`src/rtl/jtframe_sdac_pkg.sv`:
```
`default_nettype none
// +--------------------------------------------------------------------+
// | jtframe_sdac_pkg                                                   |
// | Shared constants for the sigma-delta DAC: dither LFSR seed/taps    |
// | and the midscale helper.                                           |
// | Rev 1.0 - initial release                                          |
// +--------------------------------------------------------------------+
package jtframe_sdac_pkg;

  localparam logic [15:0] LFSR_SEED = 16'hACE1;
  localparam logic [15:0] LFSR_TAPS = 16'hB400;

  // Midscale code for a w-bit unsigned sample
  function automatic int unsigned sdac_mid(input int unsigned w);
    return 32'd1 << (w - 1);
  endfunction

endpackage
`default_nettype wire

```
`src/rtl/jtframe_sdac_if.sv`:
```
`default_nettype none
// +--------------------------------------------------------------------+
// | jtframe_sdac_if                                                    |
// | Sample/control bus and bitstream outputs of the sigma-delta DAC.   |
// | Rev 1.0 - initial release                                          |
// +--------------------------------------------------------------------+
interface jtframe_sdac_if #(
  parameter int W  = 16,
  parameter int CH = 2
);
  logic              cen;
  logic              snd_stb;
  logic [CH*W-1:0]   snd;
  logic [2:0]        atten;
  logic              mute;
  logic              clip_clr;
  logic [CH-1:0]     dac_out;
  logic [CH-1:0]     clip;

  modport master (
    output cen, snd_stb, snd, atten, mute, clip_clr,
    input  dac_out, clip
  );

  modport slave (
    input  cen, snd_stb, snd, atten, mute, clip_clr,
    output dac_out, clip
  );
endinterface
`default_nettype wire

```
`src/rtl/jtframe_sdac_ch.sv`:
```
`default_nettype none
// +--------------------------------------------------------------------+
// | jtframe_sdac_ch                                                    |
// | One DAC channel: sample latch with attenuation, optional dither    |
// | saturation and sticky clip, first-order sigma-delta accumulator.   |
// | Optional feature macro: JTFRAME_SDAC_DITHER_EN                     |
// | Rev 1.0 - initial release                                          |
// +--------------------------------------------------------------------+
module jtframe_sdac_ch
  import jtframe_sdac_pkg::*;
#(
  parameter int W          = 16,
  parameter int SIGNED_SND = 1
) (
  input  logic         clk,
  input  logic         rst,
  input  logic         cen,
  input  logic         snd_stb,
  input  logic         mute,
`ifdef JTFRAME_SDAC_DITHER_EN
  input  logic         clip_clr,
  input  logic         dither_up,
`endif
  input  logic [W-1:0] sample,
  input  logic [2:0]   atten,
  output logic         dac_out,
  output logic         clip
);

  localparam logic [W-1:0] MID = W'(sdac_mid(W));

  logic        [W-1:0] u;
  logic signed [W-1:0] delta;
  logic signed [W-1:0] scaled;
  logic        [W-1:0] x_new;
  logic        [W-1:0] x;
  logic        [W:0]   acc;

  // Offset-binary view of the sample, then its signed distance from midscale.
  // The distance always fits in W signed bits, so no extra guard bit is needed.
  assign u      = (SIGNED_SND != 0) ? {~sample[W-1], sample[W-2:0]} : sample;
  assign delta  = $signed({~u[W-1], u[W-2:0]});
  assign scaled = delta >>> atten;

`ifdef JTFRAME_SDAC_DITHER_EN
  logic signed [W+1:0] target;
  logic                ovf;

  // Dither of +/-1 can push the result one code past either rail
  assign target = $signed({2'b00, MID})
                + $signed({{2{scaled[W-1]}}, scaled})
                + $signed({{(W+1){~dither_up}}, 1'b1});

  // Saturate to the unsigned code range and flag the overflow
  always_comb begin
    x_new = target[W-1:0];
    ovf   = 1'b0;
    if (target[W+1]) begin
      x_new = '0;
      ovf   = 1'b1;
    end else if (target[W]) begin
      x_new = '1;
      ovf   = 1'b1;
    end
  end

  // Sticky clip: a new overflow beats a simultaneous clear
  always_ff @(posedge clk) begin
    if (rst)                         clip <= 1'b0;
    else if (snd_stb && !mute && ovf) clip <= 1'b1;
    else if (clip_clr)               clip <= 1'b0;
  end
`else
  // Without dither the attenuated value never leaves the code range
  assign x_new = MID + $unsigned(scaled);
  assign clip  = 1'b0;
`endif

  // Sample latch: mute pins midscale and overrides a strobe
  always_ff @(posedge clk) begin
    if (rst || mute)  x <= MID;
    else if (snd_stb) x <= x_new;
  end

  // First-order modulator; the carry bit is the output bitstream
  always_ff @(posedge clk) begin
    if (rst)      acc <= '0;
    else if (cen) acc <= {1'b0, acc[W-1:0]} + {1'b0, x};
  end

  assign dac_out = acc[W];

endmodule
`default_nettype wire

```
`src/rtl/jtframe_sdac.sv`:
```
`default_nettype none
// +--------------------------------------------------------------------+
// | jtframe_sdac                                                       |
// | Multi-channel first-order sigma-delta audio DAC.                   |
// | Optional feature macro: JTFRAME_SDAC_DITHER_EN (shared LFSR dither |
// | and clip detection; clip reads 0 when undefined).                  |
// | Rev 1.0 - initial release                                          |
// +--------------------------------------------------------------------+
module jtframe_sdac
  import jtframe_sdac_pkg::*;
#(
  parameter int W          = 16,
  parameter int CH         = 2,
  parameter int SIGNED_SND = 1
) (
  input  logic          clk,
  input  logic          rst,
  jtframe_sdac_if.slave bus
);

  logic [CH-1:0] dac_vec;
  logic [CH-1:0] clip_vec;

`ifdef JTFRAME_SDAC_DITHER_EN
  logic [15:0] lfsr;

  // Galois LFSR shared by all channels, stepped at the modulator rate
  always_ff @(posedge clk) begin
    if (rst)          lfsr <= LFSR_SEED;
    else if (bus.cen) lfsr <= {1'b0, lfsr[15:1]} ^ (lfsr[0] ? LFSR_TAPS : 16'h0000);
  end
`endif

  generate
    for (genvar k = 0; k < CH; k++) begin : g_ch
      jtframe_sdac_ch #(
        .W          (W),
        .SIGNED_SND (SIGNED_SND)
      ) u_ch (
        .clk       (clk),
        .rst       (rst),
        .cen       (bus.cen),
        .snd_stb   (bus.snd_stb),
        .mute      (bus.mute),
`ifdef JTFRAME_SDAC_DITHER_EN
        .clip_clr  (bus.clip_clr),
        .dither_up (lfsr[0]),
`endif
        .sample    (bus.snd[k*W +: W]),
        .atten     (bus.atten),
        .dac_out   (dac_vec[k]),
        .clip      (clip_vec[k])
      );
    end
  endgenerate

  assign bus.dac_out = dac_vec;
  assign bus.clip    = clip_vec;

endmodule
`default_nettype wire

```
`src/flat_wrapper.sv`:
```
// flat-port wrapper written by rule: the top's interface ports become plain ports
module jtframe_sdac_flat import jtframe_sdac_pkg::*;
#(
  parameter int W          = 16,
  parameter int CH         = 2,
  parameter int SIGNED_SND = 1
)
  (clk, rst, bus_cen, bus_snd_stb, bus_snd, bus_atten, bus_mute, bus_clip_clr, bus_dac_out, bus_clip);
  jtframe_sdac_if #(.W(W), .CH(CH)) bus_i ();
  input  logic clk;
  input  logic rst;
  input wire logic [$bits(bus_i.cen)-1:0] bus_cen;
  input wire logic [$bits(bus_i.snd_stb)-1:0] bus_snd_stb;
  input wire logic [$bits(bus_i.snd)-1:0] bus_snd;
  input wire logic [$bits(bus_i.atten)-1:0] bus_atten;
  input wire logic [$bits(bus_i.mute)-1:0] bus_mute;
  input wire logic [$bits(bus_i.clip_clr)-1:0] bus_clip_clr;
  output wire logic [$bits(bus_i.dac_out)-1:0] bus_dac_out;
  output wire logic [$bits(bus_i.clip)-1:0] bus_clip;
  assign bus_i.cen = bus_cen;
  assign bus_i.snd_stb = bus_snd_stb;
  assign bus_i.snd = bus_snd;
  assign bus_i.atten = bus_atten;
  assign bus_i.mute = bus_mute;
  assign bus_i.clip_clr = bus_clip_clr;
  assign bus_dac_out = bus_i.dac_out;
  assign bus_clip = bus_i.clip;
  jtframe_sdac #(.W(W), .CH(CH), .SIGNED_SND(SIGNED_SND)) u_core (.clk(clk), .rst(rst), .bus(bus_i));
endmodule
```
`config.mk`:
```
export PLATFORM = sky130hd
export DESIGN_NAME = jtframe_sdac_flat
export DESIGN_NICKNAME = d
export VERILOG_FILES = /design/src/rtl/jtframe_sdac_pkg.sv /design/src/rtl/jtframe_sdac_if.sv /design/src/rtl/jtframe_sdac_ch.sv /design/src/rtl/jtframe_sdac.sv /design/src/flat_wrapper.sv
export SDC_FILE = /design/constraint.sdc
export NUM_CORES = 1
export LEC_CHECK = 0
export BUFFER_PORTS_ARGS = -buffer_cell sky130_fd_sc_hd__buf_2
export CELL_PAD_IN_SITES_DETAIL_PLACEMENT = 1
export CELL_PAD_IN_SITES_GLOBAL_PLACEMENT = 1
export CORE_ASPECT_RATIO = 1.1
export CORE_MARGIN = 4
export CORE_UTILIZATION = 25
export CTS_CLUSTER_DIAMETER = 120
export DETAILED_ROUTE_END_ITERATION = 10
export PLACE_DENSITY = 0.58
export SYNTH_ARGS = -nofsm -noshare
export SYNTH_HDL_FRONTEND = slang
export SYNTH_SLANG_ARGS = --single-unit
export TNS_END_PERCENT = 10
```
`constraint.sdc`:
```
create_clock -name clk -period 5.91 [get_ports clk]
set_input_delay 0.8865 -clock clk [delete_from_list [all_inputs] [get_ports clk]]
set_output_delay 0.8865 -clock clk [all_outputs]
set_load 0.01 [all_outputs]
```
==> results of run 1 <==
==> sequential cells by signal, summed over array words and instances (netlist names) <==
name                  count
u_core.g_ch.u_ch.x       32
u_core.g_ch.u_ch.acc     34
==> metal layers <==
layer	vias to the layer above	global-route usage	wire (um)
met4	2	0.0375	169
li1	2045	-	-
met2	50	0.213	5980
met3	12	0.0326	502
met1	1953	0.172	6370
met5	-	0	13
==> worst max-delay path, stage by stage <==
cell	delay, ns
buf_2	0.58
nor2b_1	0.71
nand2_1	0.16
or4_1	0.43
nand4_1	0.10
==> worst max-delay path by stage <==
stage | startpoint | to | slack, ns | cells past startpoint
2_1_floorplan | bus_atten[0] | u_core.g_ch[1].u_ch.x[5] | 3.67 | 6
6_report | bus_cen | u_core.g_ch[0].u_ch.acc[15] | 3.31 | 5
4_1_cts | bus_cen | u_core.g_ch[0].u_ch.acc[15] | 3.30 | 5
3_5_place_dp | bus_cen | u_core.g_ch[0].u_ch.acc[15] | 2.95 | 5
5_1_grt | u_core.g_ch[1].u_ch.x[0] | u_core.g_ch[1].u_ch.acc[14] | 3.15 | 8
3_3_place_gp | bus_cen | u_core.g_ch[0].u_ch.acc[15] | 3.02 | 5
==> area by class of cell <==
cell class,count,share of cell area
multi-input combinational,442,0.593
sequential,66,0.250
tap,243,0.0574
clock buffer,11,0.0459
timing repair buffer,42,0.0402
clock inverter,5,0.0102
inverter,5,0.00355
==> power by group through the flow <==
stage	clock network, W	registers [W]	logic, W
floorplan	0	0.000488	0.000174
CTS	0.000560	0.000484	0.000231
global placement	0	0.000493	0.000221
detailed placement	0	0.000494	0.000229
global route	0.000583	0.000487	0.000256
finish	0.000544	0.000484	0.000227
==> metrics by stage <==
step / power (W) / hold slack, ns / cell area, um^2 / setup WS, ns
floorplan: 0.000661 / 0.429 / 4650 / 3.67
global placement: 0.000714 / 0.441 / 5000 / 3.02
detailed placement: 0.000723 / 0.451 / 5000 / 2.95
CTS: 0.00128 / 0.460 / 5290 / 3.30
global route: 0.00133 / 0.493 / 5290 / 3.15
finish: 0.00125 / 0.453 / 5290 / 3.31
==> cell families after synthesis <==
| group | Yosys count | synth area share |
|---|---|---|
| DFF | 66 | 0.284 |
| xor gates and xnor gates | 21 | 0.0396 |
| adders and majority gates | 34 | 0.0948 |
| and+or+nand+nor | 157 | 0.148 |
| AOI/OAI and AO/OA | 154 | 0.219 |
| muxes | 74 | 0.173 |
| other | 1 | 0.000807 |
| buffers and inverters | 42 | 0.0404 |
==> placed cells by master, fill, tap and decap left out, types with 9 or more instances in the layout <==
| cell type | count |
|---|---|
| clkbuf_16 | 9 |
| nand2_1 | 52 |
| mux2i_1 | 67 |
| dfxtp_1 | 66 |
| o21ai_0 | 35 |
| buf_2 | 41 |
| a211oi_1 | 27 |
| a21oi_1 | 33 |
| nor2_1 | 65 |
| xnor2_1 | 17 |
| ha_1 | 32 |
==> impl_summary.txt, run 1 <==
----------------------------------------------------
[Yosys]
  Most frequent cell after synthesis ... mux2i_1
  YS warnings ... 0
  Gate count after technology mapping ... 549
  Post-synthesis async set-or-reset flop share ... 0
  Main flop type after synthesis ... dfxtp_1
  Netlist area before placement ... 4650 um^2
  Synthesized area per cell ... 8.46 um^2
  Flip-flop and latch count after synthesis ... 66
  Top post-synthesis cells by count ... 67 x mux2i_1, 66 x dfxtp_1, 65 x nor2_1
  Top-area cell type share of the netlist area ... 0.284
  Part of the Yosys area used for sequential elements ... 0.284
  Number of distinct standard cells referenced by the synthesized netlist ... 56
  Leading area contributor after synthesis ... dfxtp_1
  Ranking of synthesized cells by area ... dfxtp_1 28%, mux2i_1 14%, ha_1 8.6%, nor2_1 5.3%, a211oi_1 4.4%
  Count of flip-flops with a built-in enable after synthesis ... 0

[Timing]
  Tightest slew margin relative to the limit ... 0.300
  Final clock skew ... 0.00286 ns
  RSZ-0062 raised after global routing ... no
  Final number of max-transition violations ... 0
  Final clock period utilization by the worst path ... 0.440
  Time the worst path needs with I/O delays and setup ... 2.60 ns
  Summed negative setup slack over all endpoints ... 0 ns
  Timing-limited maximum frequency ... 0.384 GHz
  Number of endpoints with negative hold slack in the final report ... 0
  Slew @ Worst Pin ... 1.05 ns
  Final setup vio count ... 0

[Global routing]
  Total congestion overflow ... 0
  Global-route wire length before repair ... 21800 um
  Maximum number of pins on one net before global-route repair ... 63
  Global Route Usage Sum ... 0.131
  Antenna violations before repair ... 1
  Vias in the first global route ... 4316

[Setup path]
  Kind of end point of the critical path ... register
  End of the worst register-to-register path ... u_core.g_ch[0].u_ch.acc[12]
  Category of the worst setup path launch point ... input port
  Start-to-end type of the worst setup path ... input port to register
  Worst-case reg-to-reg path depth ... 8
  Beginning of the worst register-to-register path ... u_core.g_ch[0].u_ch.x[0]
  Worst setup slack for register-to-register paths ... 3.39 ns
  Required time reported for the critical path endpoint ... 6.18 ns
  Largest fanout on the critical path ... 28
  Worst EP arrival ... 2.87 ns

[Clocking]
  TritonCTS clock tree ... yes
  CTS buffer count ... 9
  Total number of H-tree levels ... 3
  Worst-skew pair later-pin latency ... 0.33 ns
  Post-CTS Hold Fix Bufs ... 0
  Clk slew on worst S/H paths ... 0.06 ns
  Number of clock sinks ... 66
  Post-CTS repair timing setup buffer count ... 0
  Post-CTS sizing ... 0
  Maximum clock path buffer count ... 2
  Clk Tree Root Cell ... clkbuf_16

[Route]
  WL/cell ... 16.0 um
  Pre-Repair DR Iteration Count ... 4
  Count of antenna-violating nets left after detailed routing ... 0
  DRC marker count from the first detailed-route iteration ... 151
  Post-detailed-route DRC marker count ... 0
  Detailed-route vias per instance ... 4.99
  Via count ... 4062
  DRT Wirelength ... 13000 um

[Hold path]
  Hold-critical path depth ... 2
  Hold wc startpoint ... u_core.g_ch[1].u_ch.acc[15]
  Hold Path Class ... register to register
  Destination of the worst hold path ... u_core.g_ch[1].u_ch.acc[15]

[Power]
  Cell Int Power ... 0.000901 W
  Areal power density over the cells ... 237 nW/um^2
  Power dissipated by switching net loads ... 0.000354 W
  P_leak ... 2.24 nW
  Worst-case vdd ir drop ... 0.120 mV
  Switching Fraction ... 0.282
  Share of power burned in the clock network ... 0.434
  Share of power burned in combinational logic ... 0.181
  Sequential fraction of design power ... 0.385

[Run status]
  Run status ... completed

[Placed design]
  Placed wire-length estimate ... 9840 um
  Weighted congestion reported at the end of routability-driven placement ... 0.804
  I/O Buffers ... 41
  Instance count after placement with tap cells included ... 798

[Final layout]
  Area grow syn2layout ... 14.0%
  Number of standard cells in the layout, taps in and fillers out ... 814
  Total Nets Final ... 641
  Share of post-route cells with drive strength above 1 ... 0.126
  Diodes inserted ... 0
  Area of the multi-input gates ... 3140 um^2
  Filler cell count ... 2206
  Area used by sequential logic in the layout ... 1320 um^2
  Core occupancy in the finished layout ... 0.289

[Floorplan]
  Die X-Extent ... 138 um
  Chip height ... 151 um
  Num ports ... 45
  Core Box Area ... 18300 um^2
  Starting Density ... 0.253
  Std-Cell Rows ... 52
  Total die area ... 20800 um^2

[Job]
  Number of violations of the max-capacitance limit ... 0

----------------------------------------------------
(Power assumes the default switching activity.)
==> inputs of run 2 (changes only) <==
--- a/config.mk
+++ b/config.mk
@@ -5,6 +5,7 @@
 export SDC_FILE = /design/constraint.sdc
 export NUM_CORES = 1
 export LEC_CHECK = 0
+export ABC_AREA = 1
 export BUFFER_PORTS_ARGS = -buffer_cell sky130_fd_sc_hd__buf_2
 export CELL_PAD_IN_SITES_DETAIL_PLACEMENT = 1
 export CELL_PAD_IN_SITES_GLOBAL_PLACEMENT = 1
@@ -13,7 +14,7 @@
 export CORE_UTILIZATION = 25
 export CTS_CLUSTER_DIAMETER = 120
 export DETAILED_ROUTE_END_ITERATION = 10
-export PLACE_DENSITY = 0.58
+export PLACE_DENSITY = 0.63
 export SYNTH_ARGS = -nofsm -noshare
 export SYNTH_HDL_FRONTEND = slang
 export SYNTH_SLANG_ARGS = --single-unit
==> constraint.sdc (replaced) <==
create_clock -name clk -period 2.1 [get_ports clk]
set_input_delay 0.315 -clock clk [delete_from_list [all_inputs] [get_ports clk]]
set_output_delay 0.315 -clock clk [all_outputs]
set_load 0.01 [all_outputs]
==> impl_summary.txt, run 2 <==
----------------------------------------------------
[Run status]
  Run status ... completed

[Timing]
  Number of endpoints with negative hold slack in the final report ... 0 (unchanged)
  Final setup vio count ... 0 (unchanged)
  Time the worst path needs with I/O delays and setup ... 1.87 ns
  Summed negative setup slack over all endpoints ... 0 ns (unchanged)
  Final number of max-transition violations ... 0 (unchanged)
  Timing-limited maximum frequency ... 0.535 GHz
  Tightest slew margin relative to the limit ... 0.552 (+0.252)
  RSZ-0062 raised after global routing ... no
  Slew @ Worst Pin ... 0.671 ns (-0.379 ns)
  Final clock skew ... 0.00862 ns (+0.00576 ns)
  Final clock period utilization by the worst path ... 0.890

[Clocking]
  Post-CTS Hold Fix Bufs ... 0 (unchanged)
  TritonCTS clock tree ... yes
  Clk slew on worst S/H paths ... 0.06 ns (about the same)
  Maximum clock path buffer count ... 2 (unchanged)
  CTS buffer count ... 9 (unchanged)
  Worst-skew pair later-pin latency ... 0.34 ns (about the same)
  Clk Tree Root Cell ... clkbuf_16
  Total number of H-tree levels ... 3 (unchanged)
  Post-CTS repair timing setup buffer count ... 0 (unchanged)
  Number of clock sinks ... 66 (unchanged)
  Post-CTS sizing ... 0 (unchanged)

[Route]
  DRC marker count from the first detailed-route iteration ... 213 (+41%)
  Post-detailed-route DRC marker count ... 0 (unchanged)
  Detailed-route vias per instance ... 4.51 (-9.6%)
  Pre-Repair DR Iteration Count ... 4 (unchanged)
  Count of antenna-violating nets left after detailed routing ... 0 (unchanged)
  Via count ... 5327 (+31%)
  DRT Wirelength ... 15800 um (+21%)
  WL/cell ... 13.4 um (-16%)

[Placed design]
  Placed wire-length estimate ... 12300 um (+25%)
  Weighted congestion reported at the end of routability-driven placement ... 0.799 (-0.61%)
  Post-Place Cell Area ... 5630 um^2 (+13%)
  I/O Buffers ... 41 (unchanged)

[Floorplan]
  Chip height ... 159 um (+5.6%)
  Num ports ... 45 (unchanged)
  Total die area ... 23200 um^2 (+11%)
  Std-Cell Rows ... 55 (+5.8%)
  Core Box Area ... 20500 um^2 (+12%)
  Starting Density ... 0.254 (+0.000852)
  Die X-Extent ... 146 um (+5.6%)

[Final layout]
  Area grow syn2layout ... 14.7%
  Share of post-route cells with drive strength above 1 ... 0.0822 (-0.0439)
  Filler cell count ... 2727 (+24%)
  Most frequent standard cell in the layout excluding fill and tap cells ... nand2_1
  Finished Cell Area ... 5980 um^2 (+13%)
  Register with the most flip-flops ... u_core.g_ch.u_ch.acc
  Largest registers ... u_core.g_ch.u_ch.acc (34), u_core.g_ch.u_ch.x (32)
  Diodes inserted ... 0 (unchanged)
  Total Nets Final ... 995 (+55%)
  Commonest cells after routing, fill and taps aside ... 310 x nand2_1, 138 x inv_1, 96 x nor2_1
  Number of flip-flops in the largest register ... 34 (unchanged)

[Yosys]
  Count of flip-flops with a built-in enable after synthesis ... 0 (unchanged)
  Flip-flop and latch count after synthesis ... 66 (unchanged)
  Top-area cell type share of the netlist area ... 0.254 (-0.0308)
  Ranking of synthesized cells by area ... dfxtp_1 25%, nand2_1 22%, inv_1 9.9%, ha_1 7.7%, nor2_1 6.9%
  Main flop type after synthesis ... dfxtp_1
  Post-synthesis async set-or-reset flop share ... 0 (unchanged)
  Most frequent cell after synthesis ... nand2_1
  Number of distinct standard cells referenced by the synthesized netlist ... 35 (-38%)
  Part of the Yosys area used for sequential elements ... 0.254 (-0.0308)
  Gate count after technology mapping ... 892 (+62%)
  Top post-synthesis cells by count ... 310 x nand2_1, 138 x inv_1, 96 x nor2_1
  YS warnings ... 0 (unchanged)
  Synthesized area per cell ... 5.84 um^2 (-31%)
  Netlist area before placement ... 5210 um^2 (+12%)
  Leading area contributor after synthesis ... dfxtp_1

[Global routing]
  Antenna violations before repair ... 0 (-1)
  Vias in the first global route ... 5501 (+27%)
  Maximum number of pins on one net before global-route repair ... 41 (-35%)
  Global Route Usage Sum ... 0.141 (+0.00961)
  Total congestion overflow ... 0 (unchanged)
  Global-route wire length before repair ... 27100 um (+24%)

[Setup path]
  Worst setup slack for register-to-register paths ... 0.23 ns (-3.16 ns)
  Crit-path leading delay family ... simple AND/OR/NAND/NOR gates
  Standard cell with the maximum stage delay on the critical path ... fa_1
  Largest stage delay on the critical path ... 0.41 ns (-0.30 ns)
  Largest fanout on the critical path ... 3 (-89%)
  Start-to-end type of the worst setup path ... register to register
  Category of the worst setup path launch point ... register
  Kind of end point of the critical path ... register
  End of the worst register-to-register path ... u_core.g_ch[1].u_ch.acc[12]
  Beginning of the worst register-to-register path ... u_core.g_ch[1].u_ch.x[0]
  Worst EP arrival ... 2.12 ns (-0.75 ns)
  Required time reported for the critical path endpoint ... 2.35 ns (-3.83 ns)
  Worst-case reg-to-reg path depth ... 11 (+3)
  Most numerous cell on the critical path ... nand2_1
  Count of buffering cells on the critical path with inverters included ... 1 (unchanged)
  Ordered cell list for the critical path ... ha_1 -> fa_1 -> nand2_1 -> nand2_1 -> and2_1 -> nand3_1 -> nand3_1 -> nand2_1 -> nand3_1 -> nand2_1 -> inv_1

[Power]
  Switching Fraction ... 0.295 (+0.0126)
  Areal power density over the cells ... 656 nW/um^2 (+180%)
  Share of power burned in combinational logic ... 0.190 (+0.009)
  Worst-case vdd ir drop ... 0.405 mV (+240%)
  Sequential fraction of design power ... 0.353 (-0.032)
  P_leak ... 3.39 nW (+51%)
  Share of power burned in the clock network ... 0.457 (+0.023)
  Cell Int Power ... 0.00276 W (+210%)
  Power dissipated by switching net loads ... 0.00116 W (+230%)

[Hold path]
  Hold Path Class ... input port to register
  Hold wc startpoint ... bus_snd[15]
  Hold-critical path depth ... 4 (+2)
  Destination of the worst hold path ... u_core.g_ch[0].u_ch.x[15]

[Job]
  Number of violations of the max-capacitance limit ... 0 (unchanged)

----------------------------------------------------
==> run 2: cell count changes after synthesis, moves of 15 or more <==
cell,change
nand2_1,+258
inv_1,+134
mux2i_1,-66
nand3_1,+52
nor2_1,+31
o21ai_1,+29
a211oi_1,-27
xnor2_1,-15
==> run 2: tightest hold or removal path: cells and delay by family <==
kind / cells / cell delay, ns
buffers and inverters: 2 / 0.16
AND/OR/NAND/NOR: 2 / 0.13
==> run 2: how the worst max path moves through the flow <==
stage,slack (ns),cells after the start,start,endpoint
finish,0.23,11,u_core.g_ch[1].u_ch.x[0],u_core.g_ch[1].u_ch.acc[12]
global route,0.04,11,u_core.g_ch[1].u_ch.x[0],u_core.g_ch[1].u_ch.acc[12]
CTS,0.21,11,u_core.g_ch[1].u_ch.x[0],u_core.g_ch[1].u_ch.acc[12]
detailed placement,0.22,11,u_core.g_ch[1].u_ch.x[0],u_core.g_ch[1].u_ch.acc[12]
global placement,0.25,11,u_core.g_ch[1].u_ch.x[0],u_core.g_ch[1].u_ch.acc[12]
floorplan,0.43,11,u_core.g_ch[0].u_ch.x[0],u_core.g_ch[0].u_ch.acc[8]
==> run 2: area by class of cell <==
| type | instances | area [um^2] | share of cell area |
|---|---|---|---|
| multi-input combinational | 650 | 3170 | 0.530 |
| sequential | 66 | 1320 | 0.221 |
| inverter | 143 | 539 | 0.0902 |
| tap | 256 | 320 | 0.0536 |
| timing repair buffer | 50 | 285 | 0.0477 |
| clock buffer | 10 | 229 | 0.0383 |
| clock inverter | 6 | 115 | 0.0193 |
==> run 2: power by group through the flow <==
stage                     combinational (W)  clock, W  sequential [W]
after global placement             0.000737         0         0.00141
after global routing               0.000868   0.00190         0.00139
final                              0.000743   0.00179         0.00139
after CTS                          0.000757   0.00184         0.00139
after floorplan                    0.000556         0         0.00139
after detailed placement           0.000749         0         0.00141
==> run 2: kinds of logic after synthesis <==
logic type,Yosys count,synth area share
compound gates,118,0.129
xor+xnor,12,0.0202
fa+ha+maj,34,0.0845
buf+inv,177,0.139
flops,66,0.254
mux,1,0.00192
other cells,1,0.000720
simple gates,483,0.371
==> run 2: routing by layer <==
| metal | GRT usage | part of all wire | vias to the layer above |
|---|---|---|---|
| met2 | 0.229 | 0.43 | 62 |
| li1 | - | - | 2826 |
| met5 | 0 | 0 | - |
| met4 | 0.0311 | 0.010 | 0 |
| met3 | 0.0265 | 0.029 | 10 |
| met1 | 0.195 | 0.53 | 2429 |
==> run 2: per-stage QoR <==
step	hold slack [ns]	cells	util	setup slack (ns)	total power, W
3_5_place_dp	0.478	1165	0.275	0.220	0.00216
4_1_cts	0.314	1181	0.291	0.210	0.00398
2_1_floorplan	0.446	893	-	0.434	0.00195
6_report	0.325	1181	0.291	0.230	0.00392
3_3_place_gp	0.467	1165	0.275	0.252	0.00215
5_1_grt	0.359	1181	0.291	0.0352	0.00416
==> inputs of run 3 (changes only) <==
==> constraint.sdc (replaced) <==
create_clock -name clk -period 1.6 [get_ports clk]
set_input_delay 0.24 -clock clk [delete_from_list [all_inputs] [get_ports clk]]
set_output_delay 0.24 -clock clk [all_outputs]
set_load 0.01 [all_outputs]
==> impl_summary.txt, run 3 (synthesis gave the netlist of run 2 again) <==
----------------------------------------------------
[Run status]
  Run status ... finished, violations left
  Failing checks ... negative setup slack

[Global routing]
  Global Route Usage Sum ... 0.141 (about the same)
  Total congestion overflow ... 0 (unchanged)
  Global-route wire length before repair ... 27200 um (+0.18%)
  Vias in the first global route ... 5522 (+0.38%)
  Antenna violations before repair ... 0 (unchanged)
  Maximum number of pins on one net before global-route repair ... 43 (+4.9%)

[Clocking]
  TritonCTS clock tree ... yes
  Total number of H-tree levels ... 3 (unchanged)
  Maximum clock path buffer count ... 2 (unchanged)
  Post-CTS Hold Fix Bufs ... 0 (unchanged)
  Clk Tree Root Cell ... clkbuf_16
  Worst-skew pair later-pin latency ... 0.35 ns (about the same)
  Number of clock sinks ... 66 (unchanged)
  CTS buffer count ... 9 (unchanged)
  Clk slew on worst S/H paths ... 0.06 ns (about the same)

[Setup path]
  Required time reported for the critical path endpoint ... 1.84 ns (-0.51 ns)
  Largest fanout on the critical path ... 3 (unchanged)
  Worst EP arrival ... 1.93 ns (-0.19 ns)
  Category of the worst setup path launch point ... register
  Worst setup slack for register-to-register paths ... -0.1 ns (-0.33 ns)
  Start-to-end type of the worst setup path ... register to register
  Beginning of the worst register-to-register path ... u_core.g_ch[0].u_ch.x[0]
  Worst-case reg-to-reg path depth ... 9 (-2)
  Kind of end point of the critical path ... register
  End of the worst register-to-register path ... u_core.g_ch[0].u_ch.acc[4]

[Route]
  Pre-Repair DR Iteration Count ... 4 (unchanged)
  Detailed-route vias per instance ... 4.52 (+0.18%)
  Post-detailed-route DRC marker count ... 0 (unchanged)
  WL/cell ... 13.4 um (-0.27%)
  DRT Wirelength ... 16200 um (+2.6%)
  Via count ... 5490 (+3.1%)
  DRC marker count from the first detailed-route iteration ... 185 (-13%)
  Count of antenna-violating nets left after detailed routing ... 0 (unchanged)

[Timing]
  Number of endpoints with negative hold slack in the final report ... 0 (unchanged)
  Final clock period utilization by the worst path ... 1.06 (+0.170)
  Time the worst path needs with I/O delays and setup ... 1.70 ns (-0.174 ns)
  Summed negative setup slack over all endpoints ... -0.383 ns (-0.383 ns)
  Final clock skew ... 0.00933 ns (+0.000711 ns)
  Final setup vio count ... 10 (+10)
  RSZ-0062 raised after global routing ... yes
  Final number of max-transition violations ... 0 (unchanged)
  Timing-limited maximum frequency ... 0.590 GHz (+10%)
  Setup ws final ... -0.0963 ns (-0.326 ns)

[Final layout]
  Share of post-route cells with drive strength above 1 ... 0.201 (+0.119)
  Total Nets Final ... 1029 (+3.4%)
  Commonest cells after routing, fill and taps aside ... 289 x nand2_1, 138 x inv_1, 95 x nor2_1
  Number of flip-flops in the largest register ... 34 (unchanged)
  Diodes inserted ... 0 (unchanged)
  Register with the most flip-flops ... u_core.g_ch.u_ch.acc
  Largest registers ... u_core.g_ch.u_ch.acc (34), u_core.g_ch.u_ch.x (32)
  Filler cell count ... 2681 (-1.7%)
  Most frequent standard cell in the layout excluding fill and tap cells ... nand2_1
  Area grow syn2layout ... 27.7%

[Power]
  Areal power density over the cells ... 808 nW/um^2 (+23%)
  P_leak ... 3.60 nW (+6.1%)
  Worst-case vdd ir drop ... 0.506 mV (+25%)

[Placed design]
  Placed wire-length estimate ... 12600 um (+2.8%)
  Worst setup slack before clock tree synthesis ... -0.157 ns (-0.377 ns)
  Weighted congestion reported at the end of routability-driven placement ... 0.779 (-2.5%)
  I/O Buffers ... 41 (unchanged)

[Floorplan]
  Core Box Area ... 20500 um^2 (unchanged)
  Total die area ... 23200 um^2 (unchanged)
  Std-Cell Rows ... 55 (unchanged)
  Chip height ... 159 um (unchanged)
  Num ports ... 45 (unchanged)
  Starting Density ... 0.254 (unchanged)
  Die X-Extent ... 146 um (unchanged)

[Hold path]
  Hold-critical path depth ... 4 (unchanged)
  Hold wc startpoint ... bus_snd[15]
  Hold Path Class ... input port to register
  Destination of the worst hold path ... u_core.g_ch[0].u_ch.x[15]

[Job]
  Number of violations of the max-capacitance limit ... 0 (unchanged)

----------------------------------------------------
[run 3: cell count changes in the layout (fill, tap and decap cells not counted), moves of 18 or more]
cell     previous run  this run
buf_4               8        41
dfxtp_1            66        44
dfxtp_2             0        22
ha_1               32        13
ha_4                0        18
nand2_1           310       289
nand2_2             0        21
[run 3: worst max-delay path by stage]
| stage | startpoint | end | slack [ns] | depth (start not counted) |
|---|---|---|---|---|
| finish | u_core.g_ch[0].u_ch.x[0] | u_core.g_ch[0].u_ch.acc[4] | -0.1 | 9 |
| global route | u_core.g_ch[0].u_ch.x[0] | u_core.g_ch[0].u_ch.acc[14] | -0.19 | 12 |
| CTS | u_core.g_ch[1].u_ch.x[0] | u_core.g_ch[1].u_ch.acc[14] | -0.08 | 12 |
| detailed placement | u_core.g_ch[1].u_ch.x[0] | u_core.g_ch[1].u_ch.acc[12] | -0.16 | 11 |
| global placement | u_core.g_ch[0].u_ch.x[0] | u_core.g_ch[0].u_ch.acc[12] | -0.11 | 11 |
| floorplan | u_core.g_ch[1].u_ch.x[0] | u_core.g_ch[1].u_ch.acc[8] | -0.02 | 11 |
[run 3: layout make-up]
cell class	count	area, um^2	area share
multi-input combinational	650	3540	0.532
timing repair buffer	84	553	0.0831
clock inverter	7	125	0.0188
sequential	66	1350	0.203
clock buffer	9	225	0.0339
inverter	143	539	0.0811
tap	256	320	0.0482
[run 3: layer usage]
layer / global-route usage / vias up / share of wire
li1: - / 2883 / -
met1: 0.181 / 2512 / 0.49
met3: 0.0228 / 18 / 0.027
met2: 0.243 / 77 / 0.47
met5: 0 / - / 0
met4: 0.0410 / 0 / 0.015
[run 3: timing repair]
| action | in CTS | in global routing |
|---|---|---|
| gates resized for setup | 29 | 59 |
| hold endpoints to repair | 0 | 0 |
| pin swaps | 1 | 8 |
| endpoints found under the setup margin | 24 | 27 |
| buffers inserted | 1 | 2 |
[run 3: worst max-delay path, stage by stage (launching register included)]
cell and delay, ns:
dfxtp_2 0.34, ha_4 0.16, fa_2 0.38, nand2_2 0.07
nand2_2 0.06, and2_4 0.16, buf_4 0.13, xor2_1 0.14
o21ai_1 0.12, inv_1 0.04
[run 3: through the flow]
step	power (W)	area [um^2]	instances	utilization	hold WS [ns]
2_1_floorplan	0.00255	5220	893	-	0.371
3_3_place_gp	0.00290	5890	1196	0.287	0.470
3_5_place_dp	0.00292	5890	1196	0.287	0.473
4_1_cts	0.00539	6400	1213	0.312	0.214
5_1_grt	0.00567	6650	1215	0.324	0.235
6_report	0.00537	6650	1215	0.324	0.230
[run 3: report_power, final]
part	leakage, nW	internal (W)	total (W)	switching, W
Clock	0.170	0.00154	0.00239	0.000857
Combinational	2.88	0.000481	0.00113	0.000651
Sequential	0.552	0.00175	0.00185	0.0000968
Total	3.60	0.00377	0.00537	0.00160
